**src/rtl/chip8_draw_sequencer.sv**
```systemverilog
// chip8_draw_sequencer: sequences CLEAR and DRAW commands for a 64x32
// CHIP-8 framebuffer. It fetches sprite bytes one row at a time, does a
// read-modify-write XOR of each framebuffer row, and reports pixel collisions.
module chip8_draw_sequencer #(
    parameter int CLIP_Y = 1
) (
    input  logic        clk,
    input  logic        reset,
    input  logic        cmd_valid,
    input  logic        cmd_op,
    input  logic [5:0]  cmd_x,
    input  logic [4:0]  cmd_y,
    input  logic [3:0]  cmd_n,
    output logic        cmd_ready,
    output logic        spr_rd_req,
    output logic [3:0]  spr_idx,
    input  logic        spr_rd_valid,
    input  logic [7:0]  spr_data,
    output logic [4:0]  fb_addr,
    input  logic [63:0] fb_rdata,
    output logic [63:0] fb_wdata,
    output logic        fb_we,
    output logic        busy,
    output logic        done,
    output logic        collision
);

    localparam logic [2:0] ST_IDLE  = 3'd0;
    localparam logic [2:0] ST_CLR   = 3'd1;
    localparam logic [2:0] ST_FETCH = 3'd2;
    localparam logic [2:0] ST_WAIT  = 3'd3;
    localparam logic [2:0] ST_RD    = 3'd4;
    localparam logic [2:0] ST_WR    = 3'd5;
    localparam logic [2:0] ST_DONE  = 3'd6;

    logic [2:0]  state;
    logic [2:0]  state_nxt;
    logic [5:0]  x_q;
    logic [4:0]  y_q;
    logic [3:0]  n_q;
    logic [3:0]  idx_q;
    logic [4:0]  row_cnt;
    logic [7:0]  spr_q;
    logic        collision_q;

    logic [5:0]  row_sum;
    logic [4:0]  row_addr;
    logic        row_skip;
    logic        last_row;
    logic [63:0] mask;

    // Places sprite byte bit 7 at column col0 and walks right, wrapping at 64.
    function automatic logic [63:0] sprite_mask(input logic [5:0] col0, input logic [7:0] bits);
        logic [63:0] m;
        m = '0;
        for (int k = 0; k < 8; k++) begin
            m[col0 + 6'(k)] = bits[3'(7 - k)];
        end
        return m;
    endfunction

    // The 6-bit sum keeps the carry so clipping can see rows past 31.
    assign row_sum  = {1'b0, y_q} + {2'b00, idx_q};
    assign row_addr = row_sum[4:0];
    assign row_skip = (CLIP_Y != 0) && row_sum[5];
    assign last_row = (idx_q + 4'd1) == n_q;
    assign mask     = sprite_mask(x_q, spr_q);

    // Next-state selection for the command sequencer.
    always_comb begin
        state_nxt = state;
        case (state)
            ST_IDLE: begin
                if (cmd_valid) begin
                    if (!cmd_op) begin
                        state_nxt = ST_CLR;
                    end else if (cmd_n == 4'd0) begin
                        state_nxt = ST_DONE;
                    end else begin
                        state_nxt = ST_FETCH;
                    end
                end
            end
            ST_CLR: begin
                if (row_cnt == 5'd31) begin
                    state_nxt = ST_DONE;
                end
            end
            ST_FETCH: state_nxt = ST_WAIT;
            ST_WAIT: begin
                if (spr_rd_valid) begin
                    if (row_skip) begin
                        state_nxt = last_row ? ST_DONE : ST_FETCH;
                    end else begin
                        state_nxt = ST_RD;
                    end
                end
            end
            ST_RD:   state_nxt = ST_WR;
            ST_WR:   state_nxt = last_row ? ST_DONE : ST_FETCH;
            ST_DONE: state_nxt = ST_IDLE;
            default: state_nxt = ST_IDLE;
        endcase
    end

    // State register; reset aborts whatever command is in flight.
    always_ff @(posedge clk) begin
        if (reset) begin
            state <= ST_IDLE;
        end else begin
            state <= state_nxt;
        end
    end

    // Command latches, row/clear counters, sprite byte and sticky collision.
    always_ff @(posedge clk) begin
        if (reset) begin
            x_q         <= '0;
            y_q         <= '0;
            n_q         <= '0;
            idx_q       <= '0;
            row_cnt     <= '0;
            spr_q       <= '0;
            collision_q <= 1'b0;
        end else begin
            case (state)
                ST_IDLE: begin
                    if (cmd_valid) begin
                        x_q         <= cmd_x;
                        y_q         <= cmd_y;
                        n_q         <= cmd_n;
                        idx_q       <= '0;
                        row_cnt     <= '0;
                        collision_q <= 1'b0;
                    end
                end
                ST_CLR: begin
                    row_cnt <= row_cnt + 5'd1;
                end
                ST_WAIT: begin
                    if (spr_rd_valid) begin
                        spr_q <= spr_data;
                        if (row_skip) begin
                            idx_q <= idx_q + 4'd1;
                        end
                    end
                end
                ST_WR: begin
                    if (|(fb_rdata & mask)) begin
                        collision_q <= 1'b1;
                    end
                    idx_q <= idx_q + 4'd1;
                end
                default: ;
            endcase
        end
    end

    // Memory-side strobes are decoded purely from the current state.
    always_comb begin
        spr_rd_req = 1'b0;
        fb_we      = 1'b0;
        fb_addr    = '0;
        fb_wdata   = '0;
        case (state)
            ST_CLR: begin
                fb_we   = 1'b1;
                fb_addr = row_cnt;
            end
            ST_FETCH: begin
                spr_rd_req = 1'b1;
            end
            ST_RD: begin
                fb_addr = row_addr;
            end
            ST_WR: begin
                fb_we    = 1'b1;
                fb_addr  = row_addr;
                fb_wdata = fb_rdata ^ mask;
            end
            default: ;
        endcase
    end

    assign cmd_ready = (state == ST_IDLE);
    assign busy      = ~cmd_ready;
    assign done      = (state == ST_DONE);
    assign spr_idx   = idx_q;
    assign collision = collision_q;

endmodule

```
**config.mk**
```make
export PLATFORM = sky130hd
export DESIGN_NAME = chip8_draw_sequencer
export DESIGN_NICKNAME = d
export VERILOG_FILES = /design/src/rtl/chip8_draw_sequencer.sv
export SDC_FILE = /design/constraint.sdc
export NUM_CORES = 1
export LEC_CHECK = 0
export ABC_AREA = 1
export ABC_CLOCK_PERIOD_IN_PS = 3050
export BUFFER_PORTS_ARGS = -buffer_cell sky130_fd_sc_hd__buf_2
export CORE_AREA = 2 2 131 133
export CTS_CLUSTER_DIAMETER = 60
export DETAILED_ROUTE_END_ITERATION = 7
export DIE_AREA = 0 0 133 135
export GPL_TIMING_DRIVEN = 0
export HOLD_SLACK_MARGIN = 0.1
export PLACE_DENSITY = 0.82
export RECOVER_POWER = 25
export SYNTH_ARGS = -nofsm -noshare
export SYNTH_HDL_FRONTEND = slang
export SYNTH_SLANG_ARGS = --single-unit
```
**constraint.sdc**
```tcl
create_clock -name clk -period 3.05 [get_ports clk]
set_input_delay 0.61 -clock clk [delete_from_list [all_inputs] [get_ports clk]]
set_output_delay 0.61 -clock clk [all_outputs]
set_load 0.01 [all_outputs]
```
==> metrics.txt, run 1 <==
layout cells sized above 1=0.296; number of synthesized flops with an enable pin=0; unrepaired setup endpoints after global routing=true; ANT nets after route=0; ys async rst share=0; initial antenna violation count=1; drt wl/cell=between 15 and 20 µm; Rows=47; Setup Crit Path Kind=reg -> out; Root Driver=clkbuf_16; Hold Path Cell Cnt=2; Top Usage Layer GRT=met2; starting density of the core=0.447; post-synthesis cell area=between 7000 and 8000 µm²; GR Util met3=0.0390; met1 Usage GRT=0.425; most frequent cells after synthesis=336 x nand2_1, 195 x nor2_1, 176 x nand4_1; Switching Fraction=0.594; register area share after synthesis=0.0874; n_diodes=0; Clk pwr share=0.078; Setup Viol. Count Final=65; Reg2Reg Depth=16; Hold Vio Cnt, Final=0; area leader, netlist=nand2_1; CP startpoint kind=flop; Die Wd=approximately 130 µm; I/O Pins=171; fin crit share=1.16; WP data required=between 2 and 2.5 ns; Most used DFF post-synth=dfxtp_1; # hold bufs at CTS=0; TritonCTS clock tree=done; crit-path max FO=8; pre-CTS setup slack=-0.844 ns; DP HPWL=approximately 24 mm; Pre-antenna DRT Iters=7; worst path arrival time=between 2 and 3 ns; TritonCTS Buffers=5; vias per inst=6.05; status=complete, but fails checks; failing checks=setup timing; #FFs+latches synth=32; final setup margin=-0.488 ns; post-synth cell types=42; Worst R2R Setup Slack=-0.10 ns; HP Class=reg -> reg; post-synthesis cell count=between 1,000 and 1,500; relative slew slack=0.469; grt total ovfl=0; MaxCap Viol Count=0; Syn-to-layout area delta=40.5%; Static Leakage=roughly 0.0054 µW; Gate power share=0.835; post-synth top area share=0.172; Fin Clk Skew=0.00248 ns; Max clock buf depth=2; DRT iter0 DRCs=1,995; via count=approximately 11,000; H-tree levels=2; Reg clk slew, reported paths=0.05 ns; Setup TNS=-17.53 ns; met2 GRT Util=0.586; fin crit period=roughly 3.5 ns; synth warn=0; Layout Nets=about 1,800; Int Pwr=roughly 3000 µW; total power=7310 µW; Slew Limit Fails=0; Max IR drop VDD=~0.00066 V; GRT Util Overall=0.349; reg2reg start=x_q[1]; chip height=around 140 µm; Die ar.=18,000 µm²; DRC=0; Max Clk Rate=~280 MHz; final wirelength=roughly 34 mm; GPL Wtd Cong=around 1.1; Power Density=around 710 nW/µm²; count leader, synth=nand2_1; Avg Inst Size Synth=between 5 and 6 µm²; vias in the first global route=between 9,000 and 10,000; Clock Latency Late Sink=between 0.2 and 0.3 ns; fillcell total=1,413; largest net degree at the start of global routing=11; first-pass GRT wire length=approximately 50 mm; WHS=0.482 ns; Endpoint, Worst Hold=collision; Clock Sinks=32; Port Buf Inserts=approximately 170; switching pwr=around 4300 µW; synth top area cells=nand2_1 17%, nand4_1 15%, ha_1 13%, nand3_1 10%, nor2_1 10%; sequential power share=0.088; min-delay src=collision; worst slew pin tran=about 0.79 ns; reg2reg end=collision; syn nets=about 1,500; CP Capture Type=primary output; CORE AREA=16,400 µm²
[cell families (layout without fill, tap and decap cells)]
group | count (synthesis) | count (layout) | share of synthesized area
DFF | 32 | 32 | 0.0874
buffers and inverters | 272 | 507 | 0.150
adders and majority gates | 76 | 76 | 0.131
xor gates and xnor gates | 16 | 16 | 0.0201
and+or+nand+nor | 898 | 898 | 0.563
AOI/OAI and AO/OA | 67 | 67 | 0.0490
[worst max-delay path by stage]
| stage | startpoint | slack [ns] | end |
|---|---|---|---|
| 2_1_floorplan | x_q[0] | 0.02 | fb_wdata[13] |
| 3_5_place_dp | x_q[0] | -0.84 | fb_wdata[28] |
| 5_1_grt | x_q[2] | -0.54 | fb_wdata[10] |
| 6_report | x_q[0] | -0.49 | fb_wdata[10] |
| 3_3_place_gp | x_q[0] | -0.82 | fb_wdata[28] |
| 4_1_cts | x_q[0] | -0.22 | fb_wdata[1] |
[timing repair]
item                       in CTS  in global routing
setup endpoints to repair      65                 65
setup buffers                  31                 19
pin swaps                      40                 70
gates cloned                    7                  4
gates resized for setup       190                148
hold endpoints to repair        0                  0
[flip-flops by register name, indices dropped and copies added, names as in the netlist]
register   cells
collision      1
row_cnt        5
n_q            4
x_q            6
y_q            5
spr_q          4
spr_idx        4
state          3
[power groups by stage]
stage               Clock, µW  Combinational [µW]  Sequential, µW
finish                    569                6100             641
global route              592                6380             652
CTS                       576                5110             635
detailed placement          0                4020             635
global placement            0                3970             630
floorplan                   0                2800             615
[routing by layer]
metal	vias up	part of all wire
li1	4990	-
met1	4830	0.35
met2	930	0.46
met3	236	0.12
met4	0	0.070
met5	-	0
[worst max-delay path, cell delays in order (launching register included)]
cell and delay (ns):
dfxtp_2 0.32, buf_6 0.14, inv_8 0.05, buf_4 0.18, nand3_1 0.26, nor2_2 0.51, nand4_1 0.18, nand2_1 0.10
inv_1 0.15, nand2_1 0.12, nand2_1 0.07, nand2_1 0.10, ha_1 0.23, inv_1 0.05, nor2_1 0.04, buf_2 0.15
[layout by cell type, fill, tap and decap left out, types with 9 or more instances in the layout]
master	synthesis	routed
nand3_1	148	131
nor2_4	1	24
clkbuf_1	54	40
nor3_1	15	11
buf_2	24	167
ha_4	0	10
buf_4	5	46
nand2_2	3	40
dfxtp_1	32	28
nand2_1	336	291
buf_6	4	29
inv_2	7	31
inv_1	173	140
nand2_4	1	9
nor2_1	195	166
nor2_2	10	16
clkbuf_2	0	14
a21oi_1	29	25
o21ai_0	28	28
nand4_1	176	176
nand3_2	0	10
ha_1	75	64
buf_12	0	11
[stage by stage]
step / instance area (µm²) / instances / util
after global placement: 8440 / 1747 / 0.514
after CTS: 9680 / 1793 / 0.590
final: 10300 / 1816 / 0.628
after floorplan: 7330 / 1361 / -
after global routing: 10300 / 1816 / 0.628
after detailed placement: 8440 / 1747 / 0.514
[cell type report]
cell class / count / area [µm²] / share of cell area
Multi-Input combinational cell: 1057 / 6400 / 0.621
Buffer: 90 / 618 / 0.0600
Inverter: 182 / 729 / 0.0708
Tap cell: 220 / 275 / 0.0267
Clock buffer: 6 / 129 / 0.0125
Sequential cell: 32 / 648 / 0.0629
Clock inverter: 2 / 35.0 / 0.00340
Timing Repair Buffer: 227 / 1470 / 0.143
(Power assumes the default switching activity.)
==> run 2, diff against run 1 <==
Settings changed: ABC_CLOCK_PERIOD_IN_PS 3050 to 4500, PLACE_DENSITY 0.82 to 0.79.
Clock period 3.05 ns to 4.5 ns, I/O delays scaled along.
==> metrics.txt, run 2 (synthesis gave the netlist of run 1 again) <==
worst path arrival time=3.43 ns (was 2.93 ns); n_diodes=0 (unchanged); relative slew slack=0.139 (was 0.469); worst slew pin tran=1.28 ns (was 0.788 ns); Cell Chain, Critical Path=buf_4 > inv_2 > clkbuf_2 > ha_1 > inv_1 > nand3_1 > nor2_2 > nand4_1 > nand2_1 > nand2_1 > a21oi_1 > ha_1 > inv_1 > nor2_1 > buf_2 (was buf_6 > inv_8 > buf_4 > nand3_1 > nor2_2 > nand4_1 > nand2_1 > inv_1 > nand2_1 > nand2_1 > nand2_1 > ha_1 > inv_1 > nor2_1 > buf_2); Crit path max-delay family=buffers and inverters (was simple AND/OR/NAND/NOR gates); Design Area, Final=8630 µm² (was 10,300 µm²); Setup Viol. Count Final=0 (was 65); Crit path largest cell delay=0.45 ns (was 0.51 ns); GPL Wtd Cong=1.05 (was 1.06); Biggest register=x_q (unchanged); fin crit share=0.963; layout cells sized above 1=0.149 (was 0.296); CP Capture Type=primary output (unchanged); via count=10,100 (was 11,000); Die Wd=133 µm (unchanged); Static Leakage=0.00487 µW (was 0.00543 µW); largest net degree at the start of global routing=11 (unchanged); GRT Util Overall=0.328 (was 0.349); CORE AREA=16,400 µm² (unchanged); DP HPWL=24.3 mm (was 24.4 mm); Max clock buf depth=2 (unchanged); Max Clk Rate=approximately 230 MHz; I/O Pins=171 (unchanged); HP Class=reg -> reg (unchanged); TritonCTS clock tree=done (unchanged); TritonCTS Buffers=5 (unchanged); Crit-path slowest cell=nor2_2 (unchanged); max reg flops=6 (unchanged); final wirelength=30.2 mm (was 34.4 mm); Reg clk slew, reported paths=0.05 ns (about the same); first-pass GRT wire length=47.0 mm (was 50.0 mm); ANT nets after route=0 (unchanged); Slew Limit Fails=0 (unchanged); crit-path max FO=10 (was 8); chip height=135 µm (unchanged); drt wl/cell=17.2 µm (was 18.9 µm); vias per inst=5.77 (was 6.05); Syn-to-layout area delta=17.7% (was 40.5%); WP data required=3.60 ns (was 2.44 ns); # hold bufs at CTS=0 (unchanged); Pre-antenna DRT Iters=7 (unchanged); postcts setup bufs=0 (was 31); unrepaired setup endpoints after global routing=false (was true); commonest non-fill, non-tap cell in the layout=nand2_1 (unchanged); vias in the first global route=9,288 (was 9,904); CP bufs+invs=6 (unchanged); Die ar.=18,000 µm² (unchanged); Layout Nets=1,702 (was 1,763); Port Buf Inserts=166 (unchanged); Rows=47 (unchanged); Power Density=429 nW/µm² (was 710 nW/µm²); Fin Clk Skew=0.000737 ns (was 0.00248 ns); Max IR drop VDD=0.000417 V (was 0.000655 V); MaxCap Viol Count=0 (unchanged); Hold Vio Cnt, Final=0 (unchanged); Clock Sinks=32 (unchanged); Setup Crit Path Kind=reg -> out (unchanged); grt total ovfl=0 (unchanged); Top Registers=x_q (6), row_cnt (5), y_q (5) (unchanged); starting density of the core=0.447 (unchanged); DRC=0 (unchanged); most frequent cells in the layout=336 x nand2_1, 194 x nor2_1, 180 x buf_2 (was 291 x nand2_1, 176 x nand4_1, 167 x buf_2); Setup TNS=0 ns (was -17.53 ns); CP startpoint kind=flop (unchanged); placed instance area=8440 µm² (unchanged); status=completed (was complete, but fails checks); Clock Latency Late Sink=0.28 ns (about the same); initial antenna violation count=0 (was 1); fin crit period=4.33 ns; Root Driver=clkbuf_16 (unchanged); H-tree levels=2 (unchanged); DRT iter0 DRCs=1,527 (was 1,995)
==> run 2: worst paths after layout <==
check	startpoint	endpoint	slack [ns]	cells after the start
setup / recovery	x_q[0]	fb_wdata[13]	0.17	15
hold reg to reg	row_cnt[2]	row_cnt[2]	0.48	2
setup reg to reg	x_q[0]	collision	0.97	19
hold / removal	row_cnt[2]	row_cnt[2]	0.48	2
==> run 2: layer usage <==
metal / global-route usage / wire (µm) / vias up
li1: - / - / 4855
met1: 0.406 / 11300 / 4462
met2: 0.545 / 13600 / 652
met3: 0.0368 / 3280 / 157
met4: 0.212 / 2080 / 0
met5: 0 / 0 / -
==> run 2: worst reg2reg max path, stage by stage (launching register included) <==
cell and delay, ns:
dfxtp_1 0.31, buf_4 0.16, inv_2 0.14, clkbuf_2 0.30, ha_1 0.24, inv_1 0.05, nand2_1 0.05, nand2_1 0.09
xor2_1 0.44, nand3_1 0.21, buf_2 0.23, nor3_1 0.17, a21oi_1 0.09, ha_1 0.18, nor2_1 0.11, nand4_1 0.13
nor2_1 0.16, nand4_1 0.16, nand2_1 0.10, a21oi_1 0.06
==> run 2: power breakdown <==
group          internal, µW  leakage [µW]  switching [µW]
Sequential              355      0.000263            75.2
Clock                   291     0.0000901             123
Combinational           690       0.00452            2170
==> run 2: through the flow <==
step                      cells  hold slack (ns)  utilization  total power [µW]  setup WS (ns)
after floorplan            1361            0.449            -              2320           1.18
after global placement     1747            0.464        0.514              3110          0.339
after detailed placement   1747            0.474        0.514              3140          0.259
after CTS                  1755            0.481        0.526              3580          0.117
after global routing       1755            0.498        0.526              3950         0.0110
final                      1755            0.482        0.526              3700          0.168
==> run 2: area by class of cell <==
cell class / count / area, µm²
sequential: 32 / 641
tap: 220 / 275
clock buffer: 7 / 153
fill: 1733 / 7780
clock inverter: 1 / 30.0
buffer: 90 / 418
timing repair buffer: 166 / 818
inverter: 182 / 683
multi-input combinational: 1057 / 5610
==> run 2: timing repair <==
item | 4_1_cts | 5_1_grt
gates resized for setup | 2 | 5
endpoints found under the setup margin | 2 | 21
gates cloned | 0 | 0
==> run 3, diff against run 2 <==
Settings changed: ABC_CLOCK_PERIOD_IN_PS 4500 to 4850.
Clock period 4.5 ns to 4.85 ns, I/O delays scaled along.
==> metrics.txt, run 3 (synthesis gave the netlist of run 1 again) <==
status=completed (unchanged); Reg clk slew, reported paths=0.05 ns (about the same); Fin Clk Skew=0.00125 ns (was 0.000737 ns); crit-path max FO=10 (unchanged); starting density of the core=0.447 (unchanged); pre-CTS setup slack=0.539 ns (was 0.259 ns); ANT nets after route=0 (unchanged); largest net degree at the start of global routing=11 (unchanged); Reg2Reg Depth=19 (unchanged); Crit path largest cell delay=0.48 ns (was 0.45 ns); unrepaired setup endpoints after global routing=false (unchanged); fillcell total=1,736 (was 1,733); Hold Vio Cnt, Final=0 (unchanged); Max clock buf depth=2 (unchanged); most frequent cells in the layout=336 x nand2_1, 194 x nor2_1, 180 x buf_2 (unchanged); Biggest register=x_q (unchanged); Port Buf Inserts=166 (unchanged); Max Clk Rate=roughly 220 MHz; Pre-antenna DRT Iters=6 (was 7); postcts setup bufs=0 (unchanged); vias in the first global route=9,295 (was 9,288); CP startpoint kind=flop (unchanged); Top Registers=x_q (6), row_cnt (5), y_q (5) (unchanged); Clock Sinks=32 (unchanged); Setup TNS=0 ns (unchanged); CP Capture Type=primary output (unchanged); I/O Pins=171 (unchanged); DP HPWL=24.3 mm (unchanged); Static Leakage=0.00487 µW (about the same); GRT Util Overall=0.328 (unchanged); TritonCTS clock tree=done (unchanged); total power=3420 µW (was 3700 µW); Die Wd=133 µm (unchanged); Cell Chain, Critical Path=buf_4 > inv_2 > clkbuf_1 > ha_1 > inv_1 > nand2_1 > nor2_2 > nand4_1 > nand2_1 > nand2_1 > a21oi_1 > ha_1 > inv_1 > nor2_1 > buf_2 (was buf_4 > inv_2 > clkbuf_2 > ha_1 > inv_1 > nand3_1 > nor2_2 > nand4_1 > nand2_1 > nand2_1 > a21oi_1 > ha_1 > inv_1 > nor2_1 > buf_2); vias per inst=5.81 (was 5.77); TritonCTS Buffers=5 (unchanged); Endpoint, Worst Hold=row_cnt[2] (unchanged); worst path arrival time=3.55 ns (was 3.43 ns); Setup Viol. Count Final=0 (unchanged); MaxCap Viol Count=0 (unchanged); commonest non-fill, non-tap cell in the layout=nand2_1 (unchanged); n_diodes=0 (unchanged); min-delay src=row_cnt[2] (unchanged); reg2reg start=x_q[0] (unchanged); Worst R2R Setup Slack=1.18 ns (was 0.97 ns); HP Class=reg -> reg (unchanged); max reg flops=6 (unchanged); chip height=135 µm (unchanged); reg2reg end=collision (unchanged); fin crit period=around 4.5 ns; Sequential Area=641 µm² (unchanged); Root Driver=clkbuf_16 (unchanged); CORE AREA=16,400 µm² (unchanged); GPL Wtd Cong=1.05 (unchanged); initial antenna violation count=0 (unchanged); Top cell by count, worst path=nand2_1; WP data required=3.88 ns (was 3.60 ns); Setup Crit Path Kind=reg -> out (unchanged); DRT iter0 DRCs=1,408 (was 1,527); Layout Nets=1,702 (unchanged); Rows=47 (unchanged); CTS resizes=0 (was 2); H-tree levels=2 (unchanged); fin crit share=0.932; Crit-path slowest cell=nor2_2 (unchanged); grt total ovfl=0 (unchanged); DRC=0 (unchanged); Max IR drop VDD=0.000389 V (was 0.000417 V); first-pass GRT wire length=47.0 mm (unchanged); # hold bufs at CTS=0 (unchanged); via count=10,200 (was 10,100); Hold Path Cell Cnt=2 (unchanged); drt wl/cell=17.2 µm (about the same); Multi-input gate area=5600 µm² (was 5610 µm²); Die ar.=18,000 µm² (unchanged); Clock Latency Late Sink=0.28 ns (about the same); relative slew slack=0.132 (was 0.139); layout cells sized above 1=0.149 (about the same); worst slew pin tran=1.29 ns (was 1.28 ns); Slew Limit Fails=0 (unchanged); final setup margin=0.331 ns (was 0.168 ns); final wirelength=30.2 mm (about the same); Syn-to-layout area delta=17.4% (was 17.7%); Power Density=397 nW/µm² (was 429 nW/µm²)
## run 3: cell counts in the layout (fill, tap and decap cells not counted)
No cell type changed its count.
## run 3: power by group
part	leakage (µW)	switching (µW)	total [µW]	internal, µW
sequential	0.000263	70.3	400	329
combinational	0.00452	2000	2640	637
clock	0.0000901	114	384	270
total	0.00487	2180	3420	1240
## run 3: area by class of cell
| cell class | instances | area share |
|---|---|---|
| repair buffers | 166 | 0.0950 |
| clock buffers | 7 | 0.0177 |
| flip-flops and latches | 32 | 0.0744 |
| well taps | 220 | 0.0320 |
| clock inverters | 1 | 0.00349 |
| multi-input cells | 1057 | 0.650 |
| inverters | 182 | 0.0793 |
| plain buffers | 90 | 0.0484 |
## run 3: critical path, delay by kind of cell, from the launching register on
kind            cells  cell delay, ns
simple gates        6            0.97
compound gates      1            0.18
fa+ha+maj           2            0.68
buf+inv             6            1.12
flops               1            0.31
## run 3: how the worst max path moves through the flow
stage | cells after the start | slack [ns] | endpoint | startpoint
5_1_grt | 15 | 0.09 | fb_wdata[28] | x_q[0]
3_5_place_dp | 15 | 0.54 | fb_wdata[13] | x_q[0]
2_1_floorplan | 13 | 1.46 | fb_wdata[13] | x_q[0]
3_3_place_gp | 15 | 0.62 | fb_wdata[28] | x_q[0]
4_1_cts | 15 | 0.23 | fb_wdata[13] | x_q[0]
6_report | 15 | 0.33 | fb_wdata[1] | x_q[0]
## run 3: metrics by stage
step / cell area (µm²) / util / cells / hold WS (ns)
2_1_floorplan: 7330 / - / 1361 / 0.449
3_3_place_gp: 8440 / 0.514 / 1747 / 0.464
3_5_place_dp: 8440 / 0.514 / 1747 / 0.474
4_1_cts: 8620 / 0.526 / 1755 / 0.481
5_1_grt: 8610 / 0.525 / 1755 / 0.503
6_report: 8610 / 0.525 / 1755 / 0.480
## run 3: layer usage
metal  routed length (µm)  track usage  part of all wire  up-vias
met1                11200        0.405              0.37     4488
met3                 3310       0.0372              0.11      158
met2                13600        0.544              0.45      694
li1                     -            -                 -     4848
met5                    0            0                 0        -
met4                 2100        0.213             0.069        0
